==> config.mk <==
export PLATFORM = sky130hd
export DESIGN_NAME = fifo_rd_ser
export DESIGN_NICKNAME = d
export VERILOG_FILES = /design/src/rtl/fifo_pkg.sv /design/src/rtl/fifo_rd_ser.sv
export SDC_FILE = /design/constraint.sdc
export NUM_CORES = 1
export LEC_CHECK = 0
export BUFFER_PORTS_ARGS = -buffer_cell sky130_fd_sc_hd__buf_2
export CORE_MARGIN = 8
export CORE_UTILIZATION = 25
export DETAILED_ROUTE_END_ITERATION = 7
export HOLD_SLACK_MARGIN = 0.12
export PLACE_DENSITY = 0.51
export SYNTH_ARGS = -nofsm -noshare
export SYNTH_HDL_FRONTEND = slang
export SYNTH_SLANG_ARGS = --single-unit
==> constraint.sdc <==
create_clock -name clk -period 1.5 [get_ports clk]
set_input_delay 0.075 -clock clk [delete_from_list [all_inputs] [get_ports clk]]
set_output_delay 0.075 -clock clk [all_outputs]
set_load 0.02 [all_outputs]
==> src/rtl/fifo_pkg.sv <==
// Shared definitions for the FIFO read-side serializer.
// Holds the FSM state encoding and the beat-counter width helper.
// No logic; imported by fifo_rd_ser.

package fifo_pkg;

  typedef enum logic {
    ST_IDLE = 1'b0,
    ST_BUSY = 1'b1
  } state_e;

  // Counter must be able to represent 0..ratio, hence ratio+1 codes.
  function automatic int cnt_width(input int ratio);
    return $clog2(ratio + 1);
  endfunction

endpackage

==> src/rtl/fifo_rd_ser.sv <==
// fifo_rd_ser: pops IN_W-bit words from a show-ahead FIFO and emits each as RATIO OUT_W-bit beats.
// Latency: first beat valid 1 cycle after the pop; back-to-back words run with no bubble.
// Backpressure: beat, last flag and counter hold while out_ready is low; the next pop waits for the last-beat accept.
// Build option FIFO_RD_SER_MSB_FIRST_EN: beats leave MSB first (default is LSB first).

module fifo_rd_ser
  import fifo_pkg::*;
#(
  parameter int IN_W  = 8,
  parameter int OUT_W = 2
) (
  input  logic             clk,
  input  logic             rst_n,
  input  logic [IN_W-1:0]  fifo_dout,
  input  logic             fifo_empty,
  output logic             fifo_pop,
  input  logic             flush,
  output logic [OUT_W-1:0] out_data,
  output logic             out_valid,
  input  logic             out_ready,
  output logic             out_last
);

  localparam int RATIO = IN_W / OUT_W;
  localparam int CNT_W = cnt_width(RATIO);
  localparam logic [CNT_W-1:0] LAST_CNT = CNT_W'(RATIO - 1);

  if (IN_W % OUT_W != 0) begin : g_bad_width
    $error("fifo_rd_ser: IN_W must be a multiple of OUT_W");
  end

  state_e            state_q, state_d;
  logic [IN_W-1:0]   sh_q, sh_d;
  logic [CNT_W-1:0]  cnt_q, cnt_d;
  logic              accept;
  logic              done;
  logic              busy;

  assign busy   = (state_q == ST_BUSY);
  assign accept = busy & out_ready;
  assign done   = accept & (cnt_q == LAST_CNT);

  // Pop when nothing is in flight, or the word in flight finishes this cycle.
  // Gated by rst_n so no pop leaks out while the block is held in reset.
  assign fifo_pop = rst_n & ~fifo_empty & ~flush & (~busy | done);

  assign out_valid = busy;
  assign out_last  = busy & (cnt_q == LAST_CNT);
`ifdef FIFO_RD_SER_MSB_FIRST_EN
  assign out_data  = sh_q[IN_W-1 -: OUT_W];
`else
  assign out_data  = sh_q[OUT_W-1:0];
`endif

  // Next state: flush wins, then reload on pop, then finish or advance one beat.
  always_comb begin
    state_d = state_q;
    sh_d    = sh_q;
    cnt_d   = cnt_q;
    if (flush) begin
      state_d = ST_IDLE;
      cnt_d   = '0;
    end else if (fifo_pop) begin
      state_d = ST_BUSY;
      sh_d    = fifo_dout;
      cnt_d   = '0;
    end else if (done) begin
      state_d = ST_IDLE;
      cnt_d   = '0;
    end else if (accept) begin
`ifdef FIFO_RD_SER_MSB_FIRST_EN
      sh_d  = sh_q << OUT_W;
`else
      sh_d  = sh_q >> OUT_W;
`endif
      cnt_d = cnt_q + CNT_W'(1);
    end
  end

  // State, shift register and beat counter; async reset clears everything.
  always_ff @(posedge clk or negedge rst_n) begin
    if (!rst_n) begin
      state_q <= ST_IDLE;
      sh_q    <= '0;
      cnt_q   <= '0;
    end else begin
      state_q <= state_d;
      sh_q    <= sh_d;
      cnt_q   <= cnt_d;
    end
  end

endmodule

==> flow_summary.toml <==
[outcome]
status = "finished with violations"
violations = "negative setup slack"

[clock_network]
clk_pin_slew_ns = 0.08
clockBufferDepth = 2
cts_tree = "built"
cts.sinks = 12
cts_root_buf = "clkbuf_4"
clk_latency_ns = 0.27
htreeDepth = 1
cts_buffers = 3

[placed_design]
place_hpwl_um = 1050
io_buffer_count = 17
post_dp_cell_area_sq_um = 782
place.gp.congestion = 0.739
post-place-ws_ns = -0.0535
dp.cells = 114

[detailed_routing]
drc_errors = 0
viasPerCell = 4.57
routedWlPerCell_um = 12.7
postRouteAntennaNets = 0
drt_iter0_markers = 26
wl_um = 1620
first_pass_iters = 4
via_count = 581

[yosys]
synth_nets = 78
netlist.area_leader.share_pct = 48.8
yosys_warnings = 0
synth_top_cell_by_area = "dfrtp_1"
netlist_area_sq_um = 616
avgSynthCellArea_sq_um = 9.62
synth_cells = 64
synth.distinct_cells = 25
yosys_register_bits = 12
ys_seq_area_share_pct = 48.8
synth_area_leaders = "dfrtp_1 49%, a31oi_1 4.1%, o22ai_1 4.1%"

[global_route]
antenna_found_initial = 0
track_usage_pct = 7.62
grt_pass1_wl_um = 2590
overflow = 0
grt_start_max_net_pins = 17
grt_pass1_vias = 584

[die]
io_pins = 18
die_width_um = 65.6
core.rowCount = 18
core_area_sq_um = 2410
die-area_sq_um = 4310
start_util_pct = 25.5
die_h_um = 65.6

[power]
power_leakage_nw = 0.478
ir_worst_vdd_uv = 618
power_density_nw_per_um2 = 887

[finish]
area_growth_pct = 58.7
fillers = 238
fin_area_sq_um = 977
stdcell_count = 127
register_area_sq_um = 300
layout-drive-gt1-share_pct = 46.4
n_antenna_cell = 0
nets = 112
multi_input_area_sq_um = 300

[worst_setup_path]
endpoint_kind = "output pin"
startpoint_type = "flip-flop"
worstPathRequired_ns = 1.42
cp_max_fo = 3
crit_top_cell = "buf_6"
path_class = "flip-flop to output pin"
r2r_cells = 6
cp_slowest_cell = "dfrtp_1"
worst_path_largest_cell_delay_ns = 0.37
reg2reg_slack_ns = -0.03
timing.rr.start = "cnt_q[1]"
reg2reg_to = "sh_q[4]"
cp_data_arrival_time_ns = 1.46
path_cells = "ha_2 > buf_6 > nand3b_1 > a21o_4 > inv_4 > buf_6"

[timing]
tightest_slew_ns = 0.181
max_freq_mhz = 652
slew_violations = 0
holdWs_ns = 0.125
slew_headroom_pct = 87.9
finalHoldViolCount = 0
period_share_pct = 102
fin_ws_ns = -0.0336
period_minus_slack_ns = 1.53
setup_viol = 3
rsz0062_at_grt = "true"
fin_tns_setup_ns = -0.0918
clock_skew_ns = 0.00338

[hold_path]
hp-class = "primary input to flip-flop"
hold_path_end = "cnt_q[0]"
hp-start = "flush"
whs_path_depth = 3

[job]
maxCapViolCount = 0
==> synth_stat cells <==
| cell | number |
|---|---|
| nand3_1 | 3 |
| ha_1 | 1 |
| buf_2 | 1 |
| nand3b_1 | 2 |
| buf_4 | 2 |
| buf_6 | 2 |
| or3_1 | 1 |
| nor3_1 | 1 |
| mux2i_1 | 2 |
| nor3b_1 | 2 |
| nand2_1 | 2 |
| a31oi_1 | 4 |
| and2_1 | 1 |
| o21ai_0 | 3 |
| o22ai_1 | 4 |
| inv_1 | 5 |
| a21oi_1 | 3 |
| a21o_1 | 1 |
| nor2b_1 | 2 |
| or3b_4 | 1 |
| o21ai_1 | 2 |
| a22oi_1 | 1 |
| nor2_1 | 5 |
| clkbuf_1 | 1 |
| dfrtp_1 | 12 |
==> power by group <==
part / switching [mW] / internal (mW)
Sequential: 0.0335 / 0.378
Combinational: 0.0965 / 0.0990
Clock: 0.112 / 0.147
Total: 0.242 / 0.624
==> final cells by class <==
type | instances | area share (%)
Sequential cell | 12 | 30.7
Inverter | 5 | 2.18
Tap cell | 30 | 3.84
Clock buffer | 4 | 3.71
Multi-Input combinational cell | 41 | 30.7
Timing Repair Buffer | 35 | 28.8
==> registers in the layout (all words and copies together) (netlist names) <==
signal	cells
cnt_q	3
out_valid	1
sh_q	8
==> worst max-delay path: cells and delay by family (launching register included) <==
family	cells	cell delay [ns]
AOI/OAI and AO/OA	1	0.27
adders and majority gates	1	0.19
buffers and inverters	3	0.25
DFF	1	0.37
and+or+nand+nor	1	0.10
==> stage by stage <==
step                      util, %  power [mW]
after floorplan                 -       0.528
after global placement       32.5       0.580
after detailed placement     32.5       0.582
after CTS                    38.4       0.871
after global routing         40.6       0.913
final                        40.6       0.867
==> per-layer routing <==
layer | vias to the layer above | GRT usage [%] | part of all wire (%)
met5 | - | 0 | 0
met4 | 0 | 1.63 | 0.56
met3 | 2 | 4.93 | 8.0
met2 | 17 | 11.6 | 46
li1 | 288 | - | -
met1 | 274 | 8.75 | 46
==> how the worst max path moves through the flow <==
stage	cells after the start	slack (ns)	start	endpoint
detailed placement	6	-0.05	cnt_q[1]	sh_q[4]
global route	6	-0.11	cnt_q[0]	fifo_pop
global placement	6	-0.06	cnt_q[1]	sh_q[0]
CTS	7	-0.06	cnt_q[0]	fifo_pop
finish	6	-0.03	cnt_q[1]	fifo_pop
floorplan	7	-0.05	cnt_q[0]	sh_q[1]
==> layout by cell type, fill, tap and decap left out, drive strengths merged <==
| cell type | Yosys | layout |
|---|---|---|
| buf | 5 | 29 |
| dfrtp | 12 | 12 |
| nor2 | 5 | 5 |
| dlygate4sd3 | 0 | 5 |
| inv | 5 | 5 |
| o21ai | 5 | 5 |
| clkbuf | 1 | 5 |
| o22ai | 4 | 4 |
| a31oi | 4 | 4 |
| a21oi | 3 | 3 |
| nand3 | 3 | 3 |
| nand3b | 2 | 2 |
| nand2 | 2 | 2 |
| mux2i | 2 | 2 |
| nor3b | 2 | 2 |
| nor2b | 2 | 2 |
| or3b | 1 | 1 |
| a21o | 1 | 1 |
| and2 | 1 | 1 |
| or3 | 1 | 1 |
| a22oi | 1 | 1 |
| nor3 | 1 | 1 |
| ha | 1 | 1 |
==> cells by family after synthesis <==
| family | Yosys count | synth area share (%) |
|---|---|---|
| muxes | 2 | 3.25 |
| and+or+nand+nor | 20 | 18.3 |
| DFF | 12 | 48.8 |
| adders and majority gates | 1 | 2.03 |
| buffers and inverters | 11 | 10.6 |
| AOI/OAI and AO/OA | 18 | 17.1 |
==> repair_timing <==
| item | in CTS | in global routing |
|---|---|---|
| gates resized for setup | 11 | 10 |
| hold endpoints to repair | 16 | 0 |
| pin swaps | 4 | 2 |
| setup buffers | 1 | 2 |
| hold buffers | 5 | 0 |
| setup endpoints to repair | 7 | 10 |
| cloned | 1 | 1 |
Power figures use the tool's default switching activity.
